===== src/rtl/rll_enc_ctrl.sv =====
// Frame sequencer for the RLL encoder: streams a byte frame MSB-first into the
// encoder, pads with zeros until every fed bit is coded, and forwards codewords.
module rll_enc_ctrl #(
  parameter int LEN_W     = 8,
  parameter int MAX_PAD   = 4,
  parameter int DRAIN_CYC = 4
) (
  input  logic             clk_i,
  input  logic             rst_i,
  input  logic             start_i,
  input  logic [LEN_W-1:0] len_i,
  output logic             busy_o,
  output logic             done_o,
  output logic             err_o,
  input  logic [7:0]       s_data_i,
  input  logic             s_valid_i,
  output logic             s_ready_o,
  output logic             enc_rst_o,
  output logic             enc_bit_o,
  input  logic [1:0]       enc_valid_i,
  input  logic [3:0]       enc4_i,
  input  logic [5:0]       enc6_i,
  input  logic [7:0]       enc8_i,
  output logic [7:0]       cw_o,
  output logic [3:0]       cw_len_o,
  output logic             cw_valid_o,
  output logic [15:0]      cw_count_o
);
  // Byte stream: a transfer happens on a rising edge where s_valid_i and
  // s_ready_o are both high; s_ready_o never depends on s_valid_i.

  typedef enum logic [2:0] {
    ST_IDLE, ST_WAIT_FIRST, ST_SHIFT, ST_PAD, ST_DRAIN
  } state_t;

  localparam int PAD_W = $clog2(MAX_PAD + 1);
  localparam int DRN_W = $clog2(DRAIN_CYC + 1);

  state_t             state_q, state_d;
  logic [LEN_W-1:0]   len_q, len_d;
  logic [LEN_W-1:0]   acc_q, acc_d;
  logic [LEN_W-1:0]   ld_q, ld_d;
  logic [7:0]         shift_q, shift_d;
  logic [2:0]         idx_q, idx_d;
  logic [7:0]         buf_q, buf_d;
  logic               buf_full_q, buf_full_d;
  logic [4:0]         pend_q, pend_d;
  logic [PAD_W-1:0]   pad_q, pad_d;
  logic [DRN_W-1:0]   drn_q, drn_d;
  logic               feed_q, feed_d;
  logic               enc_rst_q, enc_rst_d;
  logic               enc_bit_q, enc_bit_d;
  logic               done_q, done_d;
  logic               err_q, err_d;
  logic [7:0]         cw_q, cw_d;
  logic [3:0]         cw_len_q, cw_len_d;
  logic               cw_valid_q, cw_valid_d;
  logic [15:0]        cw_cnt_q, cw_cnt_d;

  logic       hs;
  logic [2:0] dec;
  logic [5:0] pend_sum;
  logic [5:0] pend_next;
  logic       pend_uflow;
  logic [4:0] pend_new;
  logic       go_done;
  logic       go_err;

  assign s_ready_o = (state_q == ST_WAIT_FIRST) ||
                     ((state_q == ST_SHIFT) && !buf_full_q && (acc_q < len_q));
  assign hs        = s_valid_i && s_ready_o;

  always_comb begin
    dec = 3'd0;
    if (!enc_rst_q) begin
      case (enc_valid_i)
        2'd1:    dec = 3'd2;
        2'd2:    dec = 3'd3;
        2'd3:    dec = 3'd4;
        default: dec = 3'd0;
      endcase
    end
  end

  // Pending = bits the encoder has sampled but not yet emitted as a codeword.
  assign pend_sum   = {1'b0, pend_q} + {5'd0, feed_q};
  assign pend_uflow = pend_sum < {3'd0, dec};
  assign pend_next  = pend_sum - {3'd0, dec};
  assign pend_new   = pend_next[5] ? 5'h1F : pend_next[4:0];

  always_comb begin
    state_d    = state_q;
    len_d      = len_q;
    acc_d      = acc_q;
    ld_d       = ld_q;
    shift_d    = shift_q;
    idx_d      = idx_q;
    buf_d      = buf_q;
    buf_full_d = buf_full_q;
    pend_d     = pend_new;
    pad_d      = pad_q;
    drn_d      = drn_q;
    feed_d     = feed_q;
    enc_rst_d  = enc_rst_q;
    enc_bit_d  = enc_bit_q;
    done_d     = 1'b0;
    err_d      = 1'b0;
    go_done    = 1'b0;
    go_err     = 1'b0;

    case (state_q)
      ST_IDLE: begin
        enc_rst_d = 1'b1;
        enc_bit_d = 1'b0;
        feed_d    = 1'b0;
        pend_d    = 5'd0;
        if (start_i) begin
          if (len_i == '0) begin
            done_d = 1'b1;
          end else begin
            len_d      = len_i;
            acc_d      = '0;
            ld_d       = '0;
            buf_full_d = 1'b0;
            state_d    = ST_WAIT_FIRST;
          end
        end
      end
      ST_WAIT_FIRST: begin
        if (hs) begin
          shift_d   = s_data_i;
          enc_bit_d = s_data_i[7];
          idx_d     = 3'd7;
          feed_d    = 1'b1;
          enc_rst_d = 1'b0;
          acc_d     = acc_q + LEN_W'(1);
          ld_d      = LEN_W'(1);
          state_d   = ST_SHIFT;
        end
      end
      ST_SHIFT: begin
        if (hs) begin
          buf_d      = s_data_i;
          buf_full_d = 1'b1;
          acc_d      = acc_q + LEN_W'(1);
        end
        if (idx_q != 3'd0) begin
          idx_d     = idx_q - 3'd1;
          enc_bit_d = shift_q[idx_q - 3'd1];
        end else if (ld_q == len_q) begin
          enc_bit_d = 1'b0;
          if (pend_new == 5'd0) begin
            go_done = 1'b1;
          end else begin
            state_d = ST_PAD;
            pad_d   = PAD_W'(1);
          end
        end else if (buf_full_q) begin
          shift_d    = buf_q;
          enc_bit_d  = buf_q[7];
          idx_d      = 3'd7;
          ld_d       = ld_q + LEN_W'(1);
          buf_full_d = 1'b0;
        end else begin
          go_err = 1'b1;
        end
      end
      ST_PAD: begin
        if (pend_new == 5'd0) begin
          go_done = 1'b1;
        end else if (pad_q < PAD_W'(MAX_PAD)) begin
          pad_d = pad_q + PAD_W'(1);
        end else begin
          state_d = ST_DRAIN;
          feed_d  = 1'b0;
          drn_d   = '0;
        end
      end
      ST_DRAIN: begin
        if (pend_new == 5'd0) begin
          go_done = 1'b1;
        end else if (drn_q == DRN_W'(DRAIN_CYC - 1)) begin
          go_err = 1'b1;
        end else begin
          drn_d = drn_q + DRN_W'(1);
        end
      end
      default: state_d = ST_IDLE;
    endcase

    if ((state_q == ST_SHIFT || state_q == ST_PAD || state_q == ST_DRAIN) && pend_uflow) begin
      go_err = 1'b1;
    end

    if (go_err || go_done) begin
      state_d    = ST_IDLE;
      enc_rst_d  = 1'b1;
      enc_bit_d  = 1'b0;
      feed_d     = 1'b0;
      buf_full_d = 1'b0;
      err_d      = go_err;
      done_d     = !go_err;
    end
  end

  // Codewords are left-aligned; anything the encoder shows while held in reset is dropped.
  always_comb begin
    cw_valid_d = 1'b0;
    cw_d       = 8'd0;
    cw_len_d   = 4'd0;
    cw_cnt_d   = cw_cnt_q;
    if (state_q == ST_IDLE && start_i && len_i != '0) begin
      cw_cnt_d = 16'd0;
    end
    if (!enc_rst_q && enc_valid_i != 2'd0) begin
      cw_valid_d = 1'b1;
      case (enc_valid_i)
        2'd1:    begin cw_d = {enc4_i, 4'b0000}; cw_len_d = 4'd4; end
        2'd2:    begin cw_d = {enc6_i, 2'b00};   cw_len_d = 4'd6; end
        default: begin cw_d = enc8_i;            cw_len_d = 4'd8; end
      endcase
      if (cw_cnt_q != 16'hFFFF) cw_cnt_d = cw_cnt_q + 16'd1;
    end
  end

  always_ff @(posedge clk_i or posedge rst_i) begin
    if (rst_i) begin
      state_q    <= ST_IDLE;
      len_q      <= '0;
      acc_q      <= '0;
      ld_q       <= '0;
      shift_q    <= 8'd0;
      idx_q      <= 3'd0;
      buf_q      <= 8'd0;
      buf_full_q <= 1'b0;
      pend_q     <= 5'd0;
      pad_q      <= '0;
      drn_q      <= '0;
      feed_q     <= 1'b0;
      enc_rst_q  <= 1'b1;
      enc_bit_q  <= 1'b0;
      done_q     <= 1'b0;
      err_q      <= 1'b0;
      cw_q       <= 8'd0;
      cw_len_q   <= 4'd0;
      cw_valid_q <= 1'b0;
      cw_cnt_q   <= 16'd0;
    end else begin
      state_q    <= state_d;
      len_q      <= len_d;
      acc_q      <= acc_d;
      ld_q       <= ld_d;
      shift_q    <= shift_d;
      idx_q      <= idx_d;
      buf_q      <= buf_d;
      buf_full_q <= buf_full_d;
      pend_q     <= pend_d;
      pad_q      <= pad_d;
      drn_q      <= drn_d;
      feed_q     <= feed_d;
      enc_rst_q  <= enc_rst_d;
      enc_bit_q  <= enc_bit_d;
      done_q     <= done_d;
      err_q      <= err_d;
      cw_q       <= cw_d;
      cw_len_q   <= cw_len_d;
      cw_valid_q <= cw_valid_d;
      cw_cnt_q   <= cw_cnt_d;
    end
  end

  assign busy_o     = (state_q != ST_IDLE);
  assign done_o     = done_q;
  assign err_o      = err_q;
  assign enc_rst_o  = enc_rst_q;
  assign enc_bit_o  = enc_bit_q;
  assign cw_o       = cw_q;
  assign cw_len_o   = cw_len_q;
  assign cw_valid_o = cw_valid_q;
  assign cw_count_o = cw_cnt_q;

endmodule


===== config.mk =====
export PLATFORM = sky130hd
export DESIGN_NAME = rll_enc_ctrl
export DESIGN_NICKNAME = d
export VERILOG_FILES = /design/src/rtl/rll_enc_ctrl.sv
export SDC_FILE = /design/constraint.sdc
export NUM_CORES = 1
export LEC_CHECK = 0
export ABC_AREA = 1
export BUFFER_PORTS_ARGS = -buffer_cell sky130_fd_sc_hd__buf_2
export CAP_MARGIN = 20
export CELL_PAD_IN_SITES_DETAIL_PLACEMENT = 1
export CELL_PAD_IN_SITES_GLOBAL_PLACEMENT = 1
export CORE_MARGIN = 10
export CORE_UTILIZATION = 46
export DETAILED_ROUTE_END_ITERATION = 6
export PLACE_DENSITY_LB_ADDON = 0.1
export SYNTH_ARGS = -nofsm -noshare
export SYNTH_HDL_FRONTEND = slang
export SYNTH_SLANG_ARGS = --single-unit

===== constraint.sdc =====
create_clock -name clk_i -period 6.8 [get_ports clk_i]
set_input_delay 0.34 -clock clk_i [delete_from_list [all_inputs] [get_ports clk_i]]
set_output_delay 0.34 -clock clk_i [all_outputs]
set_load 0.01 [all_outputs]

=== Yosys cells after proc, flatten, opt, wreduce, memory -nomap -nowiden ===
Cells that the tools add are included.

* Bitwise gates (word level): 1
* Reduce and logical (&&, ||, !) cells: 45
* Eq/ne operators: 36
* Magnitude comparators: 4
* Mux-type cells: 92
* Add/subtract/negate cells: 8

{| class="wikitable"
|+ Operators with widths
! operator !! number
|-
| 8-bit 2-to-1 mux || 12
|-
| 3-bit 2-to-1 mux || 23
|-
| 16-bit 2-to-1 mux || 3
|-
| 8-bit case mux with 2 select lines || 3
|-
| 1-bit 2-to-1 mux || 34
|-
| 2-bit != test (second input constant) || 13
|-
| 8-bit case mux with 3 select lines || 1
|-
| 3-bit by 2-bit != test with 1-bit output (second input constant) || 6
|-
| 3-bit case mux with 2 select lines || 3
|-
| 16-bit by 1-bit adder with 16-bit output (second input constant) || 1
|-
| 8-bit by 1-bit adder with 8-bit output (second input constant) || 2
|-
| 16-bit != test (second input constant) || 1
|-
| 3-bit case mux with 5 select lines || 1
|-
| 3-bit nonzero test || 5
|-
| 3-bit != test (second input constant) || 4
|-
| 4-bit AND reduction || 3
|-
| 5-bit 2-to-1 mux || 2
|-
| 5-bit AND reduction || 2
|-
| 2-bit nonzero test || 5
|-
| 3-bit by 2-bit == test with 1-bit output (second input constant) || 3
|-
| 3-bit case mux with 3 select lines || 1
|-
| 3-bit AND reduction || 3
|-
| 9-bit AND reduction || 1
|-
| 8-bit == test || 1
|-
| other kinds (32) || 53
|}

* Output and inout port bits: 35
* Input port bits: 40
* Register bits after elaboration: 92
* Logic and storage cells: 206

=== Logic depth before layout (Yosys ltp) ===
* Depth after elaboration: 13
* Depth in mapped cells: 20
* Mapped depth without buffers: 20

=== Least setup slack after synthesis ===
OpenSTA, ideal clock, no wires.

* Path type: register to register
* From: register feed_q
* To: register pad_q[0]
* Buffers on the path: 0
* Clock period less this slack: 2.512 ns
* Library setup time: 0.129 ns
* Arrival time: 2.383 ns
* Stages on the path, launching flop included: 17
* Data required time: 6.671 ns
* Slack: 4.288 ns
* Cell sequence: dfrtp_1 ha_1 ha_1 xor2_1 ha_1 a21oi_1 nand2_1 nor2_4 nand2_1 nand2_2 nand3_2 nor2_4 nand2_4 o21ai_2 inv_1 o21ai_0 o21ai_0

* Cells in the longest elaborated chain, start to end: 6
* Elaborated cells between the ends (all ways): 7
* Those cells by class: add/sub (2); eq/ne (2); mux (1); reduce/logical (2)

{| class="wikitable"
|+ Ends and longest elaborated chain
! item !! line !! text
|-
| start: declaration || 50 || <nowiki>logic feed_q, feed_d;</nowiki>
|-
| start signal: assignment || 239 || <nowiki>feed_q <= 1'b0;</nowiki>
|-
| start signal: assignment || 260 || <nowiki>feed_q <= feed_d;</nowiki>
|-
| 5-bit by 1-bit adder with 6-bit output * || 86 || <nowiki>assign pend_sum = {1'b0, pend_q} + {5'd0, feed_q};</nowiki>
|-
| 6-bit by 3-bit subtractor with 6-bit output * || 88 || <nowiki>assign pend_next = pend_sum - {3'd0, dec};</nowiki>
|-
| 5-bit 2-to-1 mux * || 89 || <nowiki>assign pend_new = pend_next[5] ? 5'h1F : pend_next[4:0];</nowiki>
|-
| 5-bit zero test * || 152, 169 ||
|-
| 2-bit != test (no line) || - ||
|-
| 6-bit AND reduction (no line) * || - ||
|-
| end signal: assignment || 258 || <nowiki>pad_q <= pad_d;</nowiki>
|-
| end: declaration || 48 || <nowiki>logic [PAD_W-1:0] pad_q, pad_d;</nowiki>
|}

Mark *: on every way between the ends. The rest lies on a longest branch, timed or not.
A chain may end at the register's enable or synchronous reset.

=== Worst setup path in the final report ===
* From: register pend_q[0]
* To: register state_q[1]

* Cells in the longest elaborated chain, start to end: 11
* Elaborated cells between the ends (all ways): 25
* Those cells by class: add/sub (2); order compare (1); eq/ne (9); mux (9); reduce/logical (4)

{| class="wikitable"
|+ Ends and longest elaborated chain
! item !! line !! text
|-
| start: declaration || 47 || <nowiki>logic [4:0] pend_q, pend_d;</nowiki>
|-
| start signal: assignment || 257 || <nowiki>pend_q <= pend_d;</nowiki>
|-
| 5-bit by 1-bit adder with 6-bit output * || 86 ||
|-
| 6-bit by 3-bit subtractor with 6-bit output || 88 ||
|-
| 5-bit 2-to-1 mux || 89 ||
|-
| 5-bit zero test || 152, 169, 180 ||
|-
| 1-bit 2-to-1 mux || 152, 169, 180 ||
|-
| 1-bit 2-to-1 mux || 150 || <nowiki>end else if (ld_q == len_q) begin</nowiki>
|-
| 1-bit 2-to-1 mux || 147 || <nowiki>if (idx_q != 3'd0) begin</nowiki>
|-
| 1-bit case mux with 2 select lines || 111 || <nowiki>case (state_q)</nowiki>
|-
| 1-bit logical OR || 195 || <nowiki>if (go_err || go_done) begin</nowiki>
|-
| 3-bit by 2-bit != test with 1-bit output (no line), or another cell as far along || - ||
|-
| 9-bit AND reduction (no line) || - ||
|-
| end signal: assignment || 249 || <nowiki>state_q <= state_d;</nowiki>
|-
| end: declaration || 39 || <nowiki>state_t state_q, state_d;</nowiki>
|}

Marks and branches as above.

==> run metrics <==
routability cong.=0.837; Clk Latency, worst-skew pair=0.36 ns; fin crit share=43.1%; DR pass1 iterations=4; CP Class=flop to flop; PD cells=414 nW/um2; starting DRC count in detailed routing=244; Max Slew Vio Count=0; gr usage total=18.7%; wire per inst=17.1 um; flops & latches, synth=91; register-to-register path setup slack=3.87 ns; worst path cell trace=ha_1, ha_1, inv_1, fa_1, inv_1, a21oi_1, nand3_1, nor2_1, nor2_1, nand3_1, nor2_4, nand3_1, nand2_1, nand2_1, nand2_1, nand2_1, inv_1; Tightest Pin Transition=0.753 ns; Leak=3.11 nW; internal power=0.00140 W; syn_nets=694; vias in the first global route=4981; number of synthesized flops with an enable pin=0; Crit path top cell by count=nand2_1; Hold Buf Count CTS=0; Rel. slew slack=49.4%; RSZ-0062 raised after global routing=false; Mapped Area=5160 um2; setup bufs post-CTS=0; first-pass GRT wire length=24700 um; Max IR drop VDD=0.000198 V; NetSw=0.00108 W; switching part of the total=43.6%; Post-Syn Area per Cell=8.22 um2; DR vias/cell=5.32; yosys warns=0; delay-heaviest family, CP=simple AND/OR/NAND/NOR gates; Initial Util=47.2%; CTS clk-pin slew, worst paths=0.07 ns; die area=15900 um2; fmax=341 MHz; Comb pwr share=44.7%; CTS resizes=0; Commonest cells post-synth=nand2_1, inv_1, dfrtp_1, nor2_1, o21ai_0; IO Pins=75; CP max stage delay=0.46 ns; Fin Setup TNS=0 ns; H-tree depth=3; Final Setup Violations=0; cells after synthesis=628; Synth cell types=44; # DRC=0; count of input and output buffers=73; Synth async-reset ratio=100%; die width=126 um; Fillers=1378; post-layout util=54.7%; Hold Vio Cnt, Final=0; startpoint types=flop; total number of vias=4517; Total Wirelength=14500 um; # clock sinks=91; core area=10900 um2; Hold WC Path Type=primary input to async pin; root buf cell=clkbuf_16; Clk pwr share=22.7%; die span in y=126 um; most numerous cell in the Yosys netlist=nand2_1; Period minus WS final=2.93 ns; pin count of the biggest net entering global routing=53; deepest clock path buffer count=2; sequential fraction of the synthesis area=44.1%; post-synth top area share=43.6%; Reg power frac=32.6%; Max-Cap Viols=0; CTS tree=yes; CP Capture Type=flop; worst-path fanout max=4; Slowest cell on crit path=fa_1; area grow syn2layout=15.8%; largest cells by area after synthesis=dfrtp_1, nand2_1, inv_1, ha_1, o21ai_0; Buf/Inv on CP=3; post-DP HPWL=11200 um; initial antenna violation count=0; total CTS buffers=9; Diodes inserted=0; ANT nets after route=0; area leader, netlist=dfrtp_1; worst endpoint required time=7.10 ns; Setup Skew=0.00817 ns; Synth Flop Type=dfrtp_1; nets@finish=770; CP Data Arrival Time=3.23 ns; overflow left after global routing=0; layout cells sized above 1=18.1%; FP Rows=38; outcome=completed
[layout make-up]
cell class	count	area [um2]	share of cell area, %
multi-input combinational	428	2450	40.9
sequential	91	2280	38.1
inverter	100	377	6.30
timing repair buffer	74	373	6.24
clock buffer	12	256	4.29
tap	140	175	2.93
clock inverter	4	72.6	1.21
[per-stage QoR]
step	std cells	hold slack [ns]	power, W	cell area [um2]	worst slack (ns)
finish	849	0.0642	0.00247	5980	3.87
global route	849	0.129	0.00268	5980	3.62
CTS	849	0.0928	0.00250	5980	3.88
detailed placement	833	0.473	0.00191	5650	3.93
global placement	833	0.456	0.00184	5650	4.12
floorplan	628	0.442	0.00161	5160	4.10
[power groups by stage]
stage	sequential [W]	clock, W	combinational, W
2_1_floorplan	0.000789	0	0.000822
3_3_place_gp	0.000805	0	0.00103
3_5_place_dp	0.000814	0	0.00110
4_1_cts	0.000807	0.000573	0.00112
5_1_grt	0.000827	0.000596	0.00125
6_report	0.000807	0.000561	0.00111
[layer usage]
metal  part of all wire [%]  vias up  global-route usage, %  wire length [um]
met4                    1.8        0                   6.70               262
met5                      0        -                      0                 0
met3                    2.4       19                   3.23               354
met1                     44     2234                   22.2              6340
li1                       -     2204                      -                 -
met2                     52       60                   33.2              7580
[path summary, 6_finish.rpt]
check | start | to | cells after the start
min | rst_i | cw_count_o[1] | 2
max | pend_q[0] | state_q[1] | 17
min reg2reg | buf_q[7] | buf_q[7] | 2
max in group asynchronous | rst_i | drn_q[1] | 3
max reg2reg | pend_q[0] | state_q[1] | 17
min in group clk_i | enc8_i[1] | cw_o[1] | 3
[state kept, by name, indices dropped and copies added, names as in the netlist]
register	count
acc_q	8
buf_full_q	1
buf_q	8
cw_count_o	16
cw_len_o	3
cw_o	8
cw_valid_o	1
done_o	1
drn_q	3
enc_bit_o	1
enc_rst_o	1
err_o	1
feed_q	1
idx_q	3
ld_q	8
len_q	8
pad_q	3
pend_q	5
shift_q	8
state_q	3
[cells by family (layout without fill, tap and decap cells)]
logic type | Yosys count | count (layout) | synth area share [%]
flip-flops | 91 | 91 | 44.1
other | 1 | 1 | 0.0726
AND/OR/NAND/NOR | 260 | 260 | 23.6
adder cells (fa/ha/maj) | 26 | 26 | 6.45
AO/OA/AOI/OAI | 123 | 123 | 14.2
XOR/XNOR | 18 | 18 | 3.05
buffers and inverters | 109 | 190 | 8.48
[cell usage in the layout (no fill, tap or decap), types with 2 or more instances in the layout]
cell	count
a211oi_1	2
a21oi_1	28
a22o_1	8
a22oi_1	5
a31oi_1	2
a32o_1	2
buf_2	73
bufinv_16	2
clkbuf_16	9
clkbuf_8	2
clkinv_2	2
dfrtp_1	90
ha_1	25
inv_1	94
inv_2	5
nand2_1	116
nand2_2	7
nand2_4	4
nand3_1	31
nand3_2	4
nand4_1	12
nand4_2	2
nor2_1	59
nor2_2	6
nor2_4	5
nor3_1	11
o211ai_1	7
o21a_1	2
o21ai_0	57
o21ai_2	2
o31ai_1	4
xnor2_1	5
xor2_1	13
Power figures use the tool's default switching activity.
